## config.mk

```make
export PLATFORM = sky130hd
export DESIGN_NAME = mul_err_sweep
export DESIGN_NICKNAME = d
export VERILOG_FILES = /design/src/rtl/mul_err_sweep_pkg.sv /design/src/rtl/mul_err_acc.sv /design/src/rtl/mul_err_sweep.sv
export SDC_FILE = /design/constraint.sdc
export NUM_CORES = 1
export LEC_CHECK = 0
export ABC_CLOCK_PERIOD_IN_PS = 6600
export BUFFER_PORTS_ARGS = -buffer_cell sky130_fd_sc_hd__buf_2
export CAP_MARGIN = 20
export CORE_MARGIN = 2
export CORE_UTILIZATION = 58
export CTS_CLUSTER_SIZE = 20
export DETAILED_ROUTE_END_ITERATION = 12
export GPL_TIMING_DRIVEN = 0
export PLACE_DENSITY = 0.8
export SYNTH_ARGS = -nofsm -noshare
export SYNTH_HDL_FRONTEND = slang
export SYNTH_HIERARCHICAL = 1
export SYNTH_SLANG_ARGS = --single-unit
```

## constraint.sdc

```tcl
create_clock -name clk -period 6.6 [get_ports clk]
set_clock_uncertainty 0.2 [all_clocks]
set_input_delay 1.32 -clock clk [delete_from_list [all_inputs] [get_ports clk]]
set_output_delay 1.32 -clock clk [all_outputs]
set_load 0.01 [all_outputs]
```

## src/rtl/mul_err_sweep_pkg.sv

```systemverilog
// Shared definitions for the approximate-multiplier error sweep: the sweep
// FSM state type, default operand/product widths and the derived widths of
// the pair index and the statistics accumulators.
package mul_err_sweep_pkg;

    localparam int AW_DEF = 6;
    localparam int BW_DEF = 6;
    localparam int PW_DEF = AW_DEF + BW_DEF;

    typedef enum logic [1:0] {
        ST_IDLE  = 2'd0,
        ST_RUN   = 2'd1,
        ST_DRAIN = 2'd2,
        ST_DONE  = 2'd3
    } state_t;

    // Pair index {A,B}; one bit per operand bit.
    function automatic int idx_w(input int aw, input int bw);
        return aw + bw;
    endfunction

    // Error counter must hold 2^(AW+BW) itself, hence one extra bit.
    function automatic int cnt_w(input int aw, input int bw);
        return aw + bw + 1;
    endfunction

    // Sum of up to 2^(AW+BW) errors, each below 2^PW.
    function automatic int sum_w(input int pw, input int aw, input int bw);
        return pw + aw + bw;
    endfunction

endpackage

```

## src/rtl/mul_err_acc.sv

```systemverilog
// Compare/accumulate datapath: stage 1 registers the absolute error of the
// current pair, the following edge folds it into the running statistics.
module mul_err_acc
    import mul_err_sweep_pkg::*;
#(
    parameter int AW = AW_DEF,
    parameter int BW = BW_DEF,
    parameter int PW = PW_DEF
) (
    input  logic                          clk,
    input  logic                          rst_n,
    input  logic [AW-1:0]                 i_a,
    input  logic [BW-1:0]                 i_b,
    input  logic [PW-1:0]                 i_p,
    input  logic                          i_vld,
    input  logic                          i_flush,
    input  logic                          i_clear,
    output logic [cnt_w(AW, BW)-1:0]      o_err_cnt,
    output logic [PW-1:0]                 o_max_err,
    output logic [sum_w(PW, AW, BW)-1:0]  o_sum_err,
    output logic [AW-1:0]                 o_first_a,
    output logic [BW-1:0]                 o_first_b,
    output logic                          o_first_vld
);

    localparam int CW = cnt_w(AW, BW);
    localparam int SW = sum_w(PW, AW, BW);

    logic [PW-1:0]        w_exact;
    logic signed [PW:0]   w_diff;
    logic [PW-1:0]        w_abs;

    logic                 r_s1_vld;
    logic [PW-1:0]        r_s1_err;
    logic [AW-1:0]        r_s1_a;
    logic [BW-1:0]        r_s1_b;

    logic [CW-1:0]        r_err_cnt;
    logic [PW-1:0]        r_max_err;
    logic [SW-1:0]        r_sum_err;
    logic [AW-1:0]        r_first_a;
    logic [BW-1:0]        r_first_b;
    logic                 r_first_vld;

    // Exact reference product and the magnitude of the signed difference.
    assign w_exact = PW'(i_a) * PW'(i_b);
    assign w_diff  = $signed({1'b0, i_p}) - $signed({1'b0, w_exact});
    assign w_abs   = w_diff[PW] ? PW'(-w_diff) : w_diff[PW-1:0];

    // Stage 1: capture the error of the pair presented this cycle.
    always_ff @(posedge clk or negedge rst_n) begin
        // NOTE: sequential state always uses non-blocking assignments so every
        // register samples pre-edge values regardless of statement order.
        if (!rst_n) begin
            r_s1_vld <= 1'b0;
            r_s1_err <= '0;
            r_s1_a   <= '0;
            r_s1_b   <= '0;
        end else begin
            r_s1_vld <= i_vld && !i_flush;
            r_s1_err <= w_abs;
            r_s1_a   <= i_a;
            r_s1_b   <= i_b;
        end
    end

    // Statistics: cleared on an accepted start, updated from a live stage 1.
    always_ff @(posedge clk or negedge rst_n) begin
        if (!rst_n) begin
            r_err_cnt   <= '0;
            r_max_err   <= '0;
            r_sum_err   <= '0;
            r_first_a   <= '0;
            r_first_b   <= '0;
            r_first_vld <= 1'b0;
        end else if (i_clear) begin
            r_err_cnt   <= '0;
            r_max_err   <= '0;
            r_sum_err   <= '0;
            r_first_a   <= '0;
            r_first_b   <= '0;
            r_first_vld <= 1'b0;
        end else if (r_s1_vld && !i_flush) begin
            r_err_cnt <= r_err_cnt + CW'(r_s1_err != '0);
            r_sum_err <= r_sum_err + SW'(r_s1_err);
            if (r_s1_err > r_max_err) begin
                r_max_err <= r_s1_err;
            end
            if (r_s1_err != '0 && !r_first_vld) begin
                r_first_a   <= r_s1_a;
                r_first_b   <= r_s1_b;
                r_first_vld <= 1'b1;
            end
        end
    end

    assign o_err_cnt   = r_err_cnt;
    assign o_max_err   = r_max_err;
    assign o_sum_err   = r_sum_err;
    assign o_first_a   = r_first_a;
    assign o_first_b   = r_first_b;
    assign o_first_vld = r_first_vld;

endmodule

```

## src/rtl/mul_err_sweep.sv

```systemverilog
// Exhaustive error sweep of an external approximate multiplier: walks every
// {A,B} operand pair once, in ascending order, and gathers error statistics.
module mul_err_sweep
    import mul_err_sweep_pkg::*;
#(
    parameter int AW = AW_DEF,
    parameter int BW = BW_DEF,
    parameter int PW = AW + BW
) (
    input  logic                          clk,
    input  logic                          rst_n,
    input  logic                          start,
    input  logic                          abort,
    output logic                          busy,
    output logic                          done,
    output logic [AW-1:0]                 mul_a,
    output logic [BW-1:0]                 mul_b,
    input  logic [PW-1:0]                 mul_p,
    output logic [cnt_w(AW, BW)-1:0]      err_cnt,
    output logic [PW-1:0]                 max_err,
    output logic [sum_w(PW, AW, BW)-1:0]  sum_err,
    output logic [AW-1:0]                 first_a,
    output logic [BW-1:0]                 first_b,
    output logic                          first_vld
);

    localparam int IW = idx_w(AW, BW);

    state_t          r_state;
    state_t          w_state_nxt;
    logic [IW-1:0]   r_idx;
    logic            r_busy;
    logic            r_done;

    logic            w_start_acc;
    logic            w_abort;
    logic            w_last;
    logic            w_s1_load;

    assign w_start_acc = start && (r_state == ST_IDLE || r_state == ST_DONE);
    assign w_abort     = abort && (r_state == ST_RUN || r_state == ST_DRAIN);
    assign w_last      = &r_idx;
    // Only RUN presents new pairs; DRAIN merely lets stage 1 retire.
    assign w_s1_load   = (r_state == ST_RUN) && !w_abort;

    // Next-state decode; abort has priority over every other transition.
    always_comb begin
        // NOTE: default first so every path assigns the variable and no latch
        // is inferred.
        w_state_nxt = r_state;
        case (r_state)
            ST_IDLE:  if (w_start_acc) w_state_nxt = ST_RUN;
            ST_RUN:   if (w_abort)     w_state_nxt = ST_IDLE;
                      else if (w_last) w_state_nxt = ST_DRAIN;
            ST_DRAIN: if (w_abort)     w_state_nxt = ST_IDLE;
                      else             w_state_nxt = ST_DONE;
            ST_DONE:  if (w_start_acc) w_state_nxt = ST_RUN;
            default:                   w_state_nxt = ST_IDLE;
        endcase
    end

    // State register plus registered busy/done flags decoded from next state.
    always_ff @(posedge clk or negedge rst_n) begin
        if (!rst_n) begin
            r_state <= ST_IDLE;
            r_busy  <= 1'b0;
            r_done  <= 1'b0;
        end else begin
            r_state <= w_state_nxt;
            r_busy  <= (w_state_nxt == ST_RUN) || (w_state_nxt == ST_DRAIN);
            r_done  <= (w_state_nxt == ST_DONE);
        end
    end

    // Pair index: loaded with 0 on start, steps once per RUN cycle, no wrap.
    always_ff @(posedge clk or negedge rst_n) begin
        if (!rst_n) begin
            r_idx <= '0;
        end else if (w_start_acc) begin
            r_idx <= '0;
        end else if (w_s1_load && !w_last) begin
            r_idx <= r_idx + 1'b1;
        end
    end

    assign mul_a = r_idx[IW-1:BW];
    assign mul_b = r_idx[BW-1:0];
    assign busy  = r_busy;
    assign done  = r_done;

    mul_err_acc #(
        .AW (AW),
        .BW (BW),
        .PW (PW)
    ) u_acc (
        .clk         (clk),
        .rst_n       (rst_n),
        .i_a         (mul_a),
        .i_b         (mul_b),
        .i_p         (mul_p),
        .i_vld       (w_s1_load),
        .i_flush     (w_abort),
        .i_clear     (w_start_acc),
        .o_err_cnt   (err_cnt),
        .o_max_err   (max_err),
        .o_sum_err   (sum_err),
        .o_first_a   (first_a),
        .o_first_b   (first_b),
        .o_first_vld (first_vld)
    );

endmodule
```

# Word-level counts from Yosys, hierarchy flattened
# Cells that the tools add are included.
# word_totals
output_inout_bits,76
elab_cells,74
reg_bits,103
in_bits,16
# classes
n_eq_ne,6
n_reduce_logical,23
magnitude_cmp,1
multipliers,1
mux,24
addsub,5
# ops
op,n
$mux W12,6
$mux W24,2
$mux W6,6
$mux W13,2
$add A24 B12 Y24,1
$add A13 B1 Y13,1
$sub A12 B12 Y13,1
$add A12 B1 Y12 const B,1
$gt A12 B12 Y1,1
$mul A6 B6 Y12,1
$neg A12 Y12,1
$reduce_and A12 Y1,1
$reduce_bool A12 Y1,1
$eq A2 B2 Y1 const B,4
$mux W2,4
$reduce_bool A2 Y1,4
$logic_and A1 B1 Y1,7
$pmux W2 S3,1
$eq A2 B1 Y1 const B,2
$reduce_and A2 Y1,2
$logic_not A1 Y1,3
$logic_or A1 B1 Y1,3
$mux W1,3
$logic_not A2 Y1,1
$reduce_or A2 Y1,1

# Longest topological paths before layout
# Gate-level depths: netlist of run 1.
# logic_depth
word_depth,8
depth_mapped,17
depth_no_buf,16

# Modules after synthesis
# The synthesis of run 1 kept the hierarchy.
# by_module_without_submodules
mod,seq_area_each_um2,area_each_um2,cells_per_inst,n_inst
mul_err_acc,2177.1,6477.5,708,1
mul_err_sweep,400.4,904.6,93,1

# Least setup slack after synthesis of run 1
# No wires, ideal clock.
# synth_path
path_type,register -> register
startpoint,register r_idx[5]
endpoint,register u_acc.r_s1_err[11]
n_path_buf,1
t_arrival_ns,4.785
synth_period_minus_slack_ns,5.065
required_ns,6.320
setup_slack_ns,1.535
stages_incl_launch_ff,16
setup_time_ns,0.080
cell_sequence,dfrtp_1 > nand2_1 > fa_1 > fa_1 > fa_1 > inv_1 > fa_1 > inv_1 > ha_1 > nor2b_1 > buf_6 > or4_4 > a2111oi_4 > o2111ai_1 > o211ai_1 > xnor2_1
# synth_via
elab_chain_cells,4
# synth_rtl
item,line_no,rtl
from (decl),mul_err_sweep.sv:31,logic [IW-1:0] r_idx;
from (signal assigned),mul_err_sweep.sv:82,r_idx <= r_idx + 1'b1;
$mul A6 B6 Y12 (*),mul_err_acc.sv:46,assign w_exact = PW'(i_a) * PW'(i_b);
$sub A12 B12 Y13 (*),mul_err_acc.sv:47,"assign w_diff = $signed({1'b0, i_p}) - $signed({1'b0, w_exact});"
$neg A12 Y12,mul_err_acc.sv:48,assign w_abs = w_diff[PW] ? PW'(-w_diff) : w_diff[PW-1:0];
$mux W12 (*),mul_err_acc.sv:48,
via u_acc.w_abs[11],mul_err_acc.sv:31,logic [PW-1:0] w_abs;
to (signal assigned),mul_err_acc.sv:61,r_s1_err <= w_abs;
to (decl),mul_err_acc.sv:34,logic [PW-1:0] r_s1_err;
# Mark *: on every way through the listed nets, which the timed path passes. The rest lies on a longest branch.
# A chain may end at the register's enable or synchronous reset.

# Worst setup path in the final report of run 1
# layout_path
startpoint,register r_idx[6]
endpoint,register u_acc.r_s1_err[4]
# Same word-level chain as after synthesis.

==> results of run 1 <==
cell usage in the layout, fill, tap and decap left out, types with 4 or more instances in the layout:
| cell | n |
|---|---|
| a211oi_1 | 7 |
| a21o_1 | 7 |
| a21oi_1 | 52 |
| a311oi_1 | 5 |
| and2_1 | 24 |
| and3_1 | 6 |
| buf_1 | 5 |
| buf_2 | 91 |
| clkbuf_1 | 22 |
| clkbuf_16 | 9 |
| dfrtp_1 | 103 |
| fa_1 | 27 |
| ha_1 | 63 |
| inv_1 | 77 |
| mux2i_1 | 13 |
| nand2_1 | 62 |
| nand2b_1 | 9 |
| nand3_1 | 39 |
| nand4_1 | 10 |
| nor2_1 | 63 |
| nor2b_1 | 12 |
| nor3_1 | 14 |
| nor4_1 | 4 |
| o2111ai_1 | 4 |
| o211ai_1 | 12 |
| o21a_1 | 7 |
| o21ai_0 | 25 |
| o21bai_1 | 4 |
| o31ai_1 | 13 |
| or2_2 | 5 |
| or3_1 | 9 |
| or4_1 | 7 |
| xnor2_1 | 25 |
| xor2_1 | 17 |
Yosys cell counts, types with 3 or more instances:
library cell  instances  area [µm²]
a211o_1               3        26.3
a211oi_1              7        52.6
a21o_1                7        52.6
a21oi_1              52         260
a311oi_1              5        43.8
a31oi_1               3        18.8
and2_1               24         150
and3_1                6        37.5
buf_1                 5        18.8
clkbuf_1             21        78.8
dfrtp_1             103        2580
fa_1                 27         541
ha_1                 63         788
inv_1                77         289
mux2_1                3        33.8
mux2i_1              13         130
nand2_1              62         233
nand2b_1              9        56.3
nand3_1              39         195
nand3b_1              3        22.5
nand4_1              10        62.6
nor2_1               63         236
nor2b_1              12        75.1
nor3_1               14        70.1
nor4_1                4        25.0
o2111ai_1             4        35.0
o211ai_1             12        90.1
o21a_1                7        52.6
o21ai_0              25         125
o21bai_1              4        30.0
o311ai_1              3        26.3
o31ai_1              13        97.6
or2_2                 5        31.3
or3_1                 9        56.3
or4_1                 7        52.6
xnor2_1              25         219
xor2_1               17         149
sequential cells by signal, summed over array words and instances, names as in the netlist:
signal             cells
u_acc/o_err_cnt       13
u_acc/r_s1_b           6
u_acc/o_sum_err       24
u_acc/o_max_err       12
r_state                2
busy                   1
u_acc/r_s1_a           6
u_acc/r_s1_vld         1
u_acc/o_first_b        6
r_idx                 12
done                   1
u_acc/r_s1_err        12
u_acc/o_first_vld      1
u_acc/o_first_a        6
metrics by stage:
step,cells,power [µW],hold WS [ps]
after floorplan,801,1560,265
after global placement,1064,1840,271
after detailed placement,1065,1870,286
after CTS,1081,2390,306
after global routing,1081,2570,338
final,1081,2390,307
critical path, stage by stage (launching register included):
cell and delay (ps):
dfrtp_1 630, nand2_1 160, fa_1 530, fa_1 520
fa_1 540, inv_1 50, fa_1 490, inv_1 40
ha_1 360, nor2b_1 170, buf_6 130, nor4_1 350
o21ai_1 130, o221ai_1 350, clkbuf_1 370, o211ai_1 180
xnor2_1 160
worst paths after layout:
check	to	slack (ps)	cells after the start
worst max-delay path	u_acc/r_s1_err[4]$_DFF_PN0_	1110	16
worst min-delay path	u_acc/o_first_a[2]$_DFFE_PN0P_	310	2
worst max register to register	u_acc/r_s1_err[4]$_DFF_PN0_	1110	16
worst min register to register	u_acc/o_first_a[2]$_DFFE_PN0P_	310	2
max in group asynchronous	u_acc/o_err_cnt[10]$_DFFE_PN0P_	4730	2
min in group asynchronous	u_acc/o_sum_err[5]$_DFFE_PN0P_	780	1
metal layers:
layer	track usage, %	part of all wire, %	vias up
met5	0	0	-
met4	9.10	1.9	0
met3	4.33	5.9	26
met2	41.1	48	215
met1	35.6	44	3026
li1	-	-	3005
logic make-up (layout without fill, tap and decap cells):
kind of cell	Yosys count	after routing
and+or+nand+nor	281	281
buffers and inverters	105	213
adders and majority gates	90	90
muxes	17	17
DFF	103	103
AOI/OAI and AO/OA	163	163
xor gates and xnor gates	42	42
area by class of cell:
cell class	instances	area, µm²
inverters	77	289
clock inverters	6	56.3
flip-flops and latches	103	2580
repair buffers	92	485
well taps	172	215
clock buffers	10	229
multi-input cells	593	4400
fillers	1040	4150
plain buffers	28	114
power by group through the flow:
| stage | Combinational [µW] | Sequential [µW] | Clock, µW |
|---|---|---|---|
| final | 999 | 877 | 518 |
| after CTS | 992 | 875 | 526 |
| after detailed placement | 987 | 887 | 0 |
| after floorplan | 670 | 887 | 0 |
| after global routing | 1120 | 892 | 560 |
| after global placement | 954 | 884 | 0 |
==> results by group, run 1 <==
Global route
  – Total Routing Usage GR: 25.7%
  – Initial antenna violation count: 0
  – First-pass GRT wire length: 27500 µm
  – Global route total overflow: 0
  – Largest net degree at the start of global routing: 60
  – Number of global-route vias before repair: 5724

Clock tree
  – Post-CTS setup buffer count: 0
  – Cts hold-fix bufs: 0
  – Skew-Pair Late Insertion Delay: 360 ps
  – CTS tree: done
  – CTS buffer count: 9
  – Clock Path Buffers: 2
  – H-tree depth: 3
  – Post-CTS resize count: 0
  – Clock-pin slew on the worst setup and hold paths: 70 ps
  – CTS sink cnt: 103
  – Root Buffer Master: clkbuf_16

Routing
  – Final WL: 16800 µm
  – Remaining DRCs: 0
  – First DRT Iteration DRCs: 406
  – Pre-antenna DRT Iters: 5
  – Post-DR vias/cell: 5.80
  – Routed vias: 6272
  – Routed Antenna Nets: 0
  – Routed len/inst: 15.6 µm

Power
  – Sw power: 983 µW
  – Clk pwr share: 21.6%
  – P per Cell Area: 286 nW/µm²
  – Sw frac: 41.1%
  – Pleak: 0.00399 µW
  – Worst vdd ir: 168 µV
  – P_int: 1410 µW
  – Gate power share: 41.7%
  – Sequential share of power: 36.6%

Critical path
  – Worst-path fanout max: 12
  – Critical Path Sink Type: flip-flop
  – WS Path Type: flip-flop to flip-flop
  – Reg2reg start: r_idx[6]$_DFFE_PN0P_
  – Data arrival, critical path: 5520 ps
  – Critical Path Source: r_idx[6]$_DFFE_PN0P_
  – Critical Path Start Type: flip-flop
  – CP required: 6630 ps

Placed design
  – DP HPWL: 12500 µm
  – Placement Setup Slack: 1170 ps
  – Port bufs: 91
  – Gpl congestion: 0.920
  – Post-DP Area: 8080 µm²

STA
  – Post-route setup TNS: 0 ps
  – Slew Limit Fails: 0
  – Worst Max-Slew Pin Slew: 711 ps
  – Post-route minimum period: 5490 ps
  – Final setup violation count: 0
  – RSZ-0062 raised after global routing: false
  – Fin worst setup slack: 1110 ps
  – Final cycle utilization of the critical path: 83.1%
  – Slew headroom: 52.6%
  – Max Clk Rate: 182 MHz
  – Final hold violation count: 0

Floorplanning
  – Die area: 13600 µm²
  – Row Count: 41
  – Core outline area: 12500 µm²
  – Die height: 117 µm
  – Die Width: 117 µm
  – IO Count: 92
  – Starting Density: 59.0%

Yosys
  – Compound-Gate Fraction of Synth Area: 14.7%
  – Post-synthesis xor/xnor area fraction: 4.98%
  – Post-synth EDFFs: 0
  – Area share of and/or/nand/nor cells after synthesis: 19.5%
  – Synth Area in Adders: 18.0%
  – #FFs+latches synth: 103
  – Post-synthesis async set-or-reset flop share: 100%
  – Largest family of logic cells by synthesized area: simple AND/OR/NAND/NOR gates
  – Top_reg_cell synth: dfrtp_1
  – Multiplexer share of the synthesized area: 2.37%
  – Syn Nets: 907
  – Post-Synthesis Mean Instance Area: 9.22 µm²
  – Synth cell types: 69
  – Post-synthesis sequential area ratio: 34.9%
  – Mapped Area: 7380 µm²
  – YS warnings: 6
  – Mapped Cells: 801

Cells and area
  – Antenna cells: 0
  – Layout Nets: 1010
  – Layout cells sized above 1: 13.9%
  – Area Overhead vs Synth: 13.4%
  – Final Core Density: 66.9%
  – Post-route design area: 8370 µm²

Hold path
  – Worst min-delay path class: flip-flop to flip-flop
  – Hold path start: u_acc/r_s1_a[2]$_DFF_PN0_

Outcome
  – Status: finished clean

Run
  – Max-cap violation count: 0
No activity file was read; power rests on OpenSTA's default activity.
==> run 2: changes to the inputs <==
--- a/config.mk
+++ b/config.mk
@@ -5,15 +5,15 @@
 export SDC_FILE = /design/constraint.sdc
 export NUM_CORES = 1
 export LEC_CHECK = 0
-export ABC_CLOCK_PERIOD_IN_PS = 6600
+export ABC_CLOCK_PERIOD_IN_PS = 4800
 export BUFFER_PORTS_ARGS = -buffer_cell sky130_fd_sc_hd__buf_2
 export CAP_MARGIN = 20
 export CORE_MARGIN = 2
-export CORE_UTILIZATION = 58
+export CORE_UTILIZATION = 54
 export CTS_CLUSTER_SIZE = 20
 export DETAILED_ROUTE_END_ITERATION = 12
 export GPL_TIMING_DRIVEN = 0
-export PLACE_DENSITY = 0.8
+export PLACE_DENSITY = 0.78
 export SYNTH_ARGS = -nofsm -noshare
 export SYNTH_HDL_FRONTEND = slang
 export SYNTH_HIERARCHICAL = 1
==> constraint.sdc (replaced) <==
create_clock -name clk -period 4.8 [get_ports clk]
set_clock_uncertainty 0.2 [all_clocks]
set_input_delay 0.96 -clock clk [delete_from_list [all_inputs] [get_ports clk]]
set_output_delay 0.96 -clock clk [all_outputs]
set_load 0.01 [all_outputs]
==> results by group, run 2 (synthesis results as in run 1) <==
Critical path
  – CP required: 4840 ps (was 6630 ps)
  – Critical Path Start Type: flip-flop (unchanged)
  – Data arrival, critical path: 4900 ps (was 5520 ps)
  – Top cell by count, worst path: fa_1 (unchanged)
  – Worst-path fanout max: 7 (was 12)
  – Buffers & Inverters on Critical Path: 2 (was 4)
  – WS Path Type: flip-flop to flip-flop (unchanged)
  – CP Depth: 14 (was 16)
  – Worst path max stage delay: 530 ps (was 630 ps)
  – Critical path's top delay family: adder cells (unchanged)
  – Worst R2R Path Depth: 14 (was 16)
  – CP Cell Sequence: buf_4 > and2_1 > fa_1 > fa_1 > fa_2 > fa_1 > inv_1 > ha_2 > a2111o_1 > or4_1 > nand3_2 > o2111ai_2 > o211ai_1 > xnor2_1 (was nand2_1 > fa_1 > fa_1 > fa_1 > inv_1 > fa_1 > inv_1 > ha_1 > nor2b_1 > buf_6 > nor4_1 > o21ai_1 > o221ai_1 > clkbuf_1 > o211ai_1 > xnor2_1)
  – Reg2reg setup slack: -60 ps (was 1110 ps)
  – R2r endpoint: u_acc/r_s1_err[11]$_DFF_PN0_ (was u_acc/r_s1_err[4]$_DFF_PN0_)
  – Critical Path Sink Type: flip-flop (unchanged)
  – CP max-delay cell: fa_1 (was dfrtp_1)
  – Reg2reg start: r_idx[9]$_DFFE_PN0P_ (was r_idx[6]$_DFFE_PN0P_)

Hold path
  – Worst min-delay path class: flip-flop to flip-flop (unchanged)
  – Hold path start: u_acc/r_s1_b[2]$_DFF_PN0_ (was u_acc/r_s1_a[2]$_DFF_PN0_)
  – Hold Path Depth: 2 (unchanged)
  – Worst hold endpoint: u_acc/o_first_b[2]$_DFFE_PN0P_ (was u_acc/o_first_a[2]$_DFFE_PN0P_)

Clock tree
  – H-tree depth: 3 (unchanged)
  – CTS tree: done (unchanged)
  – CTS buffer count: 9 (unchanged)
  – Root Buffer Master: clkbuf_16 (unchanged)
  – CTS sink cnt: 103 (unchanged)
  – Clock-pin slew on the worst setup and hold paths: 80 ps (was 70 ps)
  – Skew-Pair Late Insertion Delay: 350 ps (was 360 ps)
  – Clock Path Buffers: 2 (unchanged)
  – Cts hold-fix bufs: 0 (unchanged)

STA
  – Fin worst setup slack: -56.8 ps (was 1110 ps)
  – RSZ-0062 raised after global routing: true (was false)
  – Worst Max-Slew Pin Slew: 717 ps (was 711 ps)
  – Final setup violation count: 1 (was 0)
  – Final cycle utilization of the critical path: 101% (was 83.1%)
  – Slew Limit Fails: 0 (unchanged)
  – Hold_ws: 302 ps (was 307 ps)
  – Post-route minimum period: 4860 ps (was 5490 ps)
  – Final hold violation count: 0 (unchanged)
  – Slew headroom: 52.2% (was 52.6%)
  – Max Clk Rate: 206 MHz (was 182 MHz)

Cells and area
  – Layout Nets: 1038 (was 1010)
  – Fill cells: 1084 (was 1040)
  – Layout cells sized above 1: 21.3% (was 13.9%)
  – Final Core Density: 66.2% (was 66.9%)
  – Commonest non-fill, non-tap cells in the layout: 92 x buf_2, 91 x dfrtp_1, 75 x inv_1 (was 103 x dfrtp_1, 91 x buf_2, 77 x inv_1)
  – Most common cell after layout, fill and taps aside: buf_2 (was dfrtp_1)
  – Area Overhead vs Synth: 19.3% (was 13.4%)
  – Max FFs per register: 24 (unchanged)

Routing
  – First DRT Iteration DRCs: 709 (was 406)
  – Post-DR vias/cell: 5.79 (was 5.80)
  – Routed Antenna Nets: 0 (unchanged)
  – Routed vias: 6460 (was 6272)
  – Final WL: 18100 µm (was 16800 µm)
  – Remaining DRCs: 0 (unchanged)
  – Routed len/inst: 16.3 µm (was 15.6 µm)
  – Pre-antenna DRT Iters: 5 (unchanged)

Global route
  – First-pass GRT wire length: 30000 µm (was 27500 µm)
  – Global route total overflow: 0 (unchanged)
  – Number of global-route vias before repair: 6154 (was 5724)
  – Initial antenna violation count: 1 (was 0)
  – Total Routing Usage GR: 25.6% (was 25.7%)
  – Largest net degree at the start of global routing: 75 (was 60)

Outcome
  – Status: complete, but fails checks (was finished clean)
  – Failing checks: negative setup slack

Floorplanning
  – Die height: 121 µm (was 117 µm)
  – Die Width: 121 µm (was 117 µm)
  – Core outline area: 13300 µm² (was 12500 µm²)
  – Starting Density: 55.5% (was 59.0%)
  – IO Count: 92 (unchanged)
  – Row Count: 42 (was 41)
  – Die area: 14600 µm² (was 13600 µm²)

Run
  – Max-cap violation count: 0 (unchanged)

Power
  – Pleak: 0.00416 µW (was 0.00399 µW)
  – P per Cell Area: 386 nW/µm² (was 286 nW/µm²)
  – Worst vdd ir: 211 µV (was 168 µV)

Placed design
  – Port bufs: 91 (unchanged)
  – DP HPWL: 12800 µm (was 12500 µm)
  – Gpl congestion: 0.922 (was 0.920)
## run 2: changes by cell type in the layout (fill, tap and decap cells not counted), sizes merged
cell,before,now
clkinv,0,1
diode,0,2
bufinv,0,1
clkinvlp,1,2
clkbuf,31,27
inv,82,80
buf,99,130
## run 2: worst max-delay path by stage
stage	startpoint	endpoint	slack, ps
2_1_floorplan	r_idx[5]$_DFFE_PN0P_	u_acc/r_s1_err[10]$_DFF_PN0_	20
3_3_place_gp	r_idx[5]$_DFFE_PN0P_	u_acc/r_s1_err[11]$_DFF_PN0_	-380
3_5_place_dp	r_idx[5]$_DFFE_PN0P_	u_acc/r_s1_err[11]$_DFF_PN0_	-410
4_1_cts	r_idx[8]$_DFFE_PN0P_	u_acc/r_s1_err[11]$_DFF_PN0_	-40
5_1_grt	r_idx[8]$_DFFE_PN0P_	u_acc/r_s1_err[11]$_DFF_PN0_	-180
6_report	r_idx[9]$_DFFE_PN0P_	u_acc/r_s1_err[11]$_DFF_PN0_	-60
## run 2: through the flow
step	setup slack [ps]	total power, µW	TNS (ps)	instance area (µm²)	std cells
2_1_floorplan	22.1	2140	0	7410	801
3_3_place_gp	-378	2540	-3090	8090	1068
3_5_place_dp	-411	2570	-3430	8120	1069
4_1_cts	-38.8	3380	-38.8	8710	1110
5_1_grt	-182	3640	-308	8800	1114
6_report	-56.8	3400	-56.8	8810	1115
## run 2: final cells by class
cell class	count	area (µm²)	share of cell area [%]
clock buffer	9	225	2.56
multi-input combinational	593	4570	51.9
timing repair buffer	122	711	8.07
sequential	103	2590	29.4
buffer	26	105	1.19
tap	176	220	2.50
clock inverter	7	87.6	0.994
antenna	2	5.00	0.0568
inverter	77	289	3.28
## run 2: worst min-delay path, cell delays in order, from the launching register on
cell     delay [ps]
dfrtp_1         330
mux2i_1          60
nor2_1           80
## run 2: timing repair
action | in CTS | in global routing
endpoints found under the setup margin | 11 | 10
setup buffers | 27 | 3
pin swaps | 20 | 12
resized for setup | 24 | 18
## run 2: layer usage
metal  global-route usage [%]  part of all wire, %  routed length [µm]
met1                     35.2                   44                8050
met2                     41.6                   48                8660
met3                     4.09                  6.1                1100
met4                     7.78                  1.7                 308
met5                        0                    0                   0
## run 2: where the power goes
group / total, µW / leakage (µW) / internal (µW) / switching [µW]
clock network: 766 / 0.000148 / 416 / 350
registers: 1180 / 0.00136 / 1020 / 160
logic: 1450 / 0.00265 / 580 / 866
==> run 3: changes to the inputs <==
--- a/config.mk
+++ b/config.mk
@@ -13,7 +13,7 @@
 export CTS_CLUSTER_SIZE = 20
 export DETAILED_ROUTE_END_ITERATION = 12
 export GPL_TIMING_DRIVEN = 0
-export PLACE_DENSITY = 0.78
+export PLACE_DENSITY = 0.75
 export SYNTH_ARGS = -nofsm -noshare
 export SYNTH_HDL_FRONTEND = slang
 export SYNTH_HIERARCHICAL = 1
==> results by group, run 3 (synthesis results as in run 1) <==
Cells and area
  – Area Overhead vs Synth: 18.7% (was 19.3%)
  – Final Core Density: 65.9% (was 66.2%)
  – Layout Nets: 1036 (was 1038)
  – Non-filler cells, final: 1111 (was 1115)
  – Layout cells sized above 1: 21.0% (was 21.3%)
  – Max FFs per register: 24 (unchanged)
  – Commonest non-fill, non-tap cells in the layout: 92 x buf_2, 91 x dfrtp_1, 75 x inv_1 (unchanged)
  – Most common cell after layout, fill and taps aside: buf_2 (unchanged)
  – Antenna cells: 0 (was 2)
  – Post-route design area: 8760 µm² (was 8810 µm²)

Hold path
  – Worst min-delay path class: flip-flop to flip-flop (unchanged)
  – Worst hold endpoint: u_acc/o_first_b[1]$_DFFE_PN0P_ (was u_acc/o_first_b[2]$_DFFE_PN0P_)
  – Hold path start: u_acc/r_s1_b[1]$_DFF_PN0_ (was u_acc/r_s1_b[2]$_DFF_PN0_)
  – Hold Path Depth: 2 (unchanged)

Critical path
  – Critical Path Sink Type: flip-flop (unchanged)
  – Reg2reg start: r_idx[5]$_DFFE_PN0P_ (was r_idx[9]$_DFFE_PN0P_)
  – Data arrival, critical path: 4820 ps (was 4900 ps)
  – R2r endpoint: u_acc/r_s1_err[11]$_DFF_PN0_ (unchanged)
  – Reg2reg setup slack: 30 ps (was -60 ps)
  – Worst-path fanout max: 6 (was 7)
  – Worst R2R Path Depth: 14 (unchanged)
  – WS Path Type: flip-flop to flip-flop (unchanged)
  – Critical Path Start Type: flip-flop (unchanged)
  – CP required: 4850 ps (was 4840 ps)

Routing
  – Routed len/inst: 16.1 µm (was 16.3 µm)
  – First DRT Iteration DRCs: 490 (was 709)
  – Routed Antenna Nets: 0 (unchanged)
  – Post-DR vias/cell: 5.75 (was 5.79)
  – Pre-antenna DRT Iters: 5 (unchanged)
  – Final WL: 17900 µm (was 18100 µm)
  – Routed vias: 6390 (was 6460)
  – Remaining DRCs: 0 (unchanged)

Outcome
  – Status: finished clean (was complete, but fails checks)

Clock tree
  – H-tree depth: 3 (unchanged)
  – CTS tree: done (unchanged)
  – Skew-Pair Late Insertion Delay: 350 ps (about the same)
  – Root Buffer Master: clkbuf_16 (unchanged)
  – CTS buffer count: 9 (unchanged)
  – Clock Path Buffers: 2 (unchanged)
  – CTS sink cnt: 103 (unchanged)
  – Clock-pin slew on the worst setup and hold paths: 80 ps (about the same)
  – Cts hold-fix bufs: 0 (unchanged)

Placed design
  – Gpl congestion: 0.909 (was 0.922)
  – DP HPWL: 12600 µm (was 12800 µm)
  – Post-DP Area: 8120 µm² (unchanged)
  – Cell Count Post-Placement: 1069 (unchanged)
  – Port bufs: 91 (unchanged)

Global route
  – Initial antenna violation count: 0 (was 1)
  – First-pass GRT wire length: 29000 µm (was 30000 µm)
  – Number of global-route vias before repair: 5859 (was 6154)
  – Global route total overflow: 0 (unchanged)
  – Total Routing Usage GR: 24.9% (was 25.6%)
  – Largest net degree at the start of global routing: 71 (was 75)

STA
  – Post-route setup TNS: 0 ps (was -56.8 ps)
  – Final hold violation count: 0 (unchanged)
  – Final setup violation count: 0 (was 1)
  – Post-route minimum period: 4770 ps (was 4860 ps)
  – Max Clk Rate: 210 MHz (was 206 MHz)
  – Hold_ws: 292 ps (was 302 ps)
  – Slew headroom: 50.4% (was 52.2%)
  – Slew Limit Fails: 0 (unchanged)
  – Worst Max-Slew Pin Slew: 744 ps (was 717 ps)
  – RSZ-0062 raised after global routing: true (unchanged)
  – Final cycle utilization of the critical path: 99.4% (was 101%)

Power
  – Pleak: 0.00416 µW (about the same)
  – Worst vdd ir: 225 µV (was 211 µV)
  – P per Cell Area: 384 nW/µm² (was 386 nW/µm²)

Floorplanning
  – Die height: 121 µm (unchanged)
  – Starting Density: 55.5% (unchanged)
  – Row Count: 42 (unchanged)
  – IO Count: 92 (unchanged)
  – Die area: 14600 µm² (unchanged)
  – Core outline area: 13300 µm² (unchanged)
  – Die Width: 121 µm (unchanged)

Run
  – Max-cap violation count: 0 (unchanged)
-- run 3: cell types whose count changed in the layout (fill, tap and decap cells not counted), moves of 2 or more --
cell        before  now
a21oi_2          2    4
a21oi_4          3    1
buf_4           32   28
clkbuf_8         0    3
clkinvlp_4       2    0
diode_2          2    0
inv_6            0    2
inv_8            3    1
-- run 3: worst max-delay path by stage --
stage / startpoint / end / depth (start not counted)
finish: r_idx[5]$_DFFE_PN0P_ / u_acc/r_s1_err[11]$_DFF_PN0_ / 14
global route: r_idx[9]$_DFFE_PN0P_ / u_acc/r_s1_err[11]$_DFF_PN0_ / 14
CTS: r_idx[5]$_DFFE_PN0P_ / u_acc/r_s1_err[11]$_DFF_PN0_ / 13
detailed placement: r_idx[4]$_DFFE_PN0P_ / u_acc/r_s1_err[11]$_DFF_PN0_ / 16
floorplan: r_idx[5]$_DFFE_PN0P_ / u_acc/r_s1_err[10]$_DFF_PN0_ / 15
global placement: r_idx[4]$_DFFE_PN0P_ / u_acc/r_s1_err[11]$_DFF_PN0_ / 16
-- run 3: power breakdown --
part	total (µW)	internal, µW	leakage, µW	switching, µW
sequential	1190	1020	0.00136	163
clock	748	407	0.000154	341
combinational	1430	575	0.00264	858
total	3370	2010	0.00416	1360
-- run 3: repair_timing --
| item | 4_1_cts | 5_1_grt |
|---|---|---|
| gates resized for setup | 22 | 15 |
| cloned | 0 | 0 |
| setup endpoints to repair | 11 | 10 |
| pin swaps | 21 | 16 |
| setup buffers | 24 | 4 |
-- run 3: worst max-delay path, stage by stage (launching register included) --
cell and delay (ps):
dfrtp_2 460, buf_4 160, and2_1 150, fa_1 510, fa_1 560, fa_1 450, fa_1 520, inv_1 60
ha_4 260, o21a_1 180, or2_2 300, and3_1 200, a221oi_2 310, xnor2_2 180, xnor2_1 160
-- run 3: area by class of cell --
cell class	count	area, µm²
Buffer	26	103
Clock buffer	12	267
Clock inverter	4	45.0
Fill cell	1120	4530
Inverter	77	289
Multi-Input combinational cell	593	4550
Sequential cell	103	2590
Tap cell	176	220
Timing Repair Buffer	120	699
-- run 3: stage by stage --
stage / power [µW] / worst slack, ps
6_report: 3370 / 30.2
5_1_grt: 3600 / -124
4_1_cts: 3360 / 2.78
3_5_place_dp: 2580 / -362
3_3_place_gp: 2550 / -374
2_1_floorplan: 2140 / 22.1
-- run 3: metal layers --
| layer | vias to the layer above | part of all wire, % | track usage [%] |
|---|---|---|---|
| met5 | - | 0 | 0 |
| met4 | 0 | 1.8 | 8.14 |
| met3 | 28 | 6.9 | 5.26 |
| met2 | 223 | 47 | 38.2 |
| met1 | 3076 | 45 | 35.2 |
| li1 | 3063 | - | - |
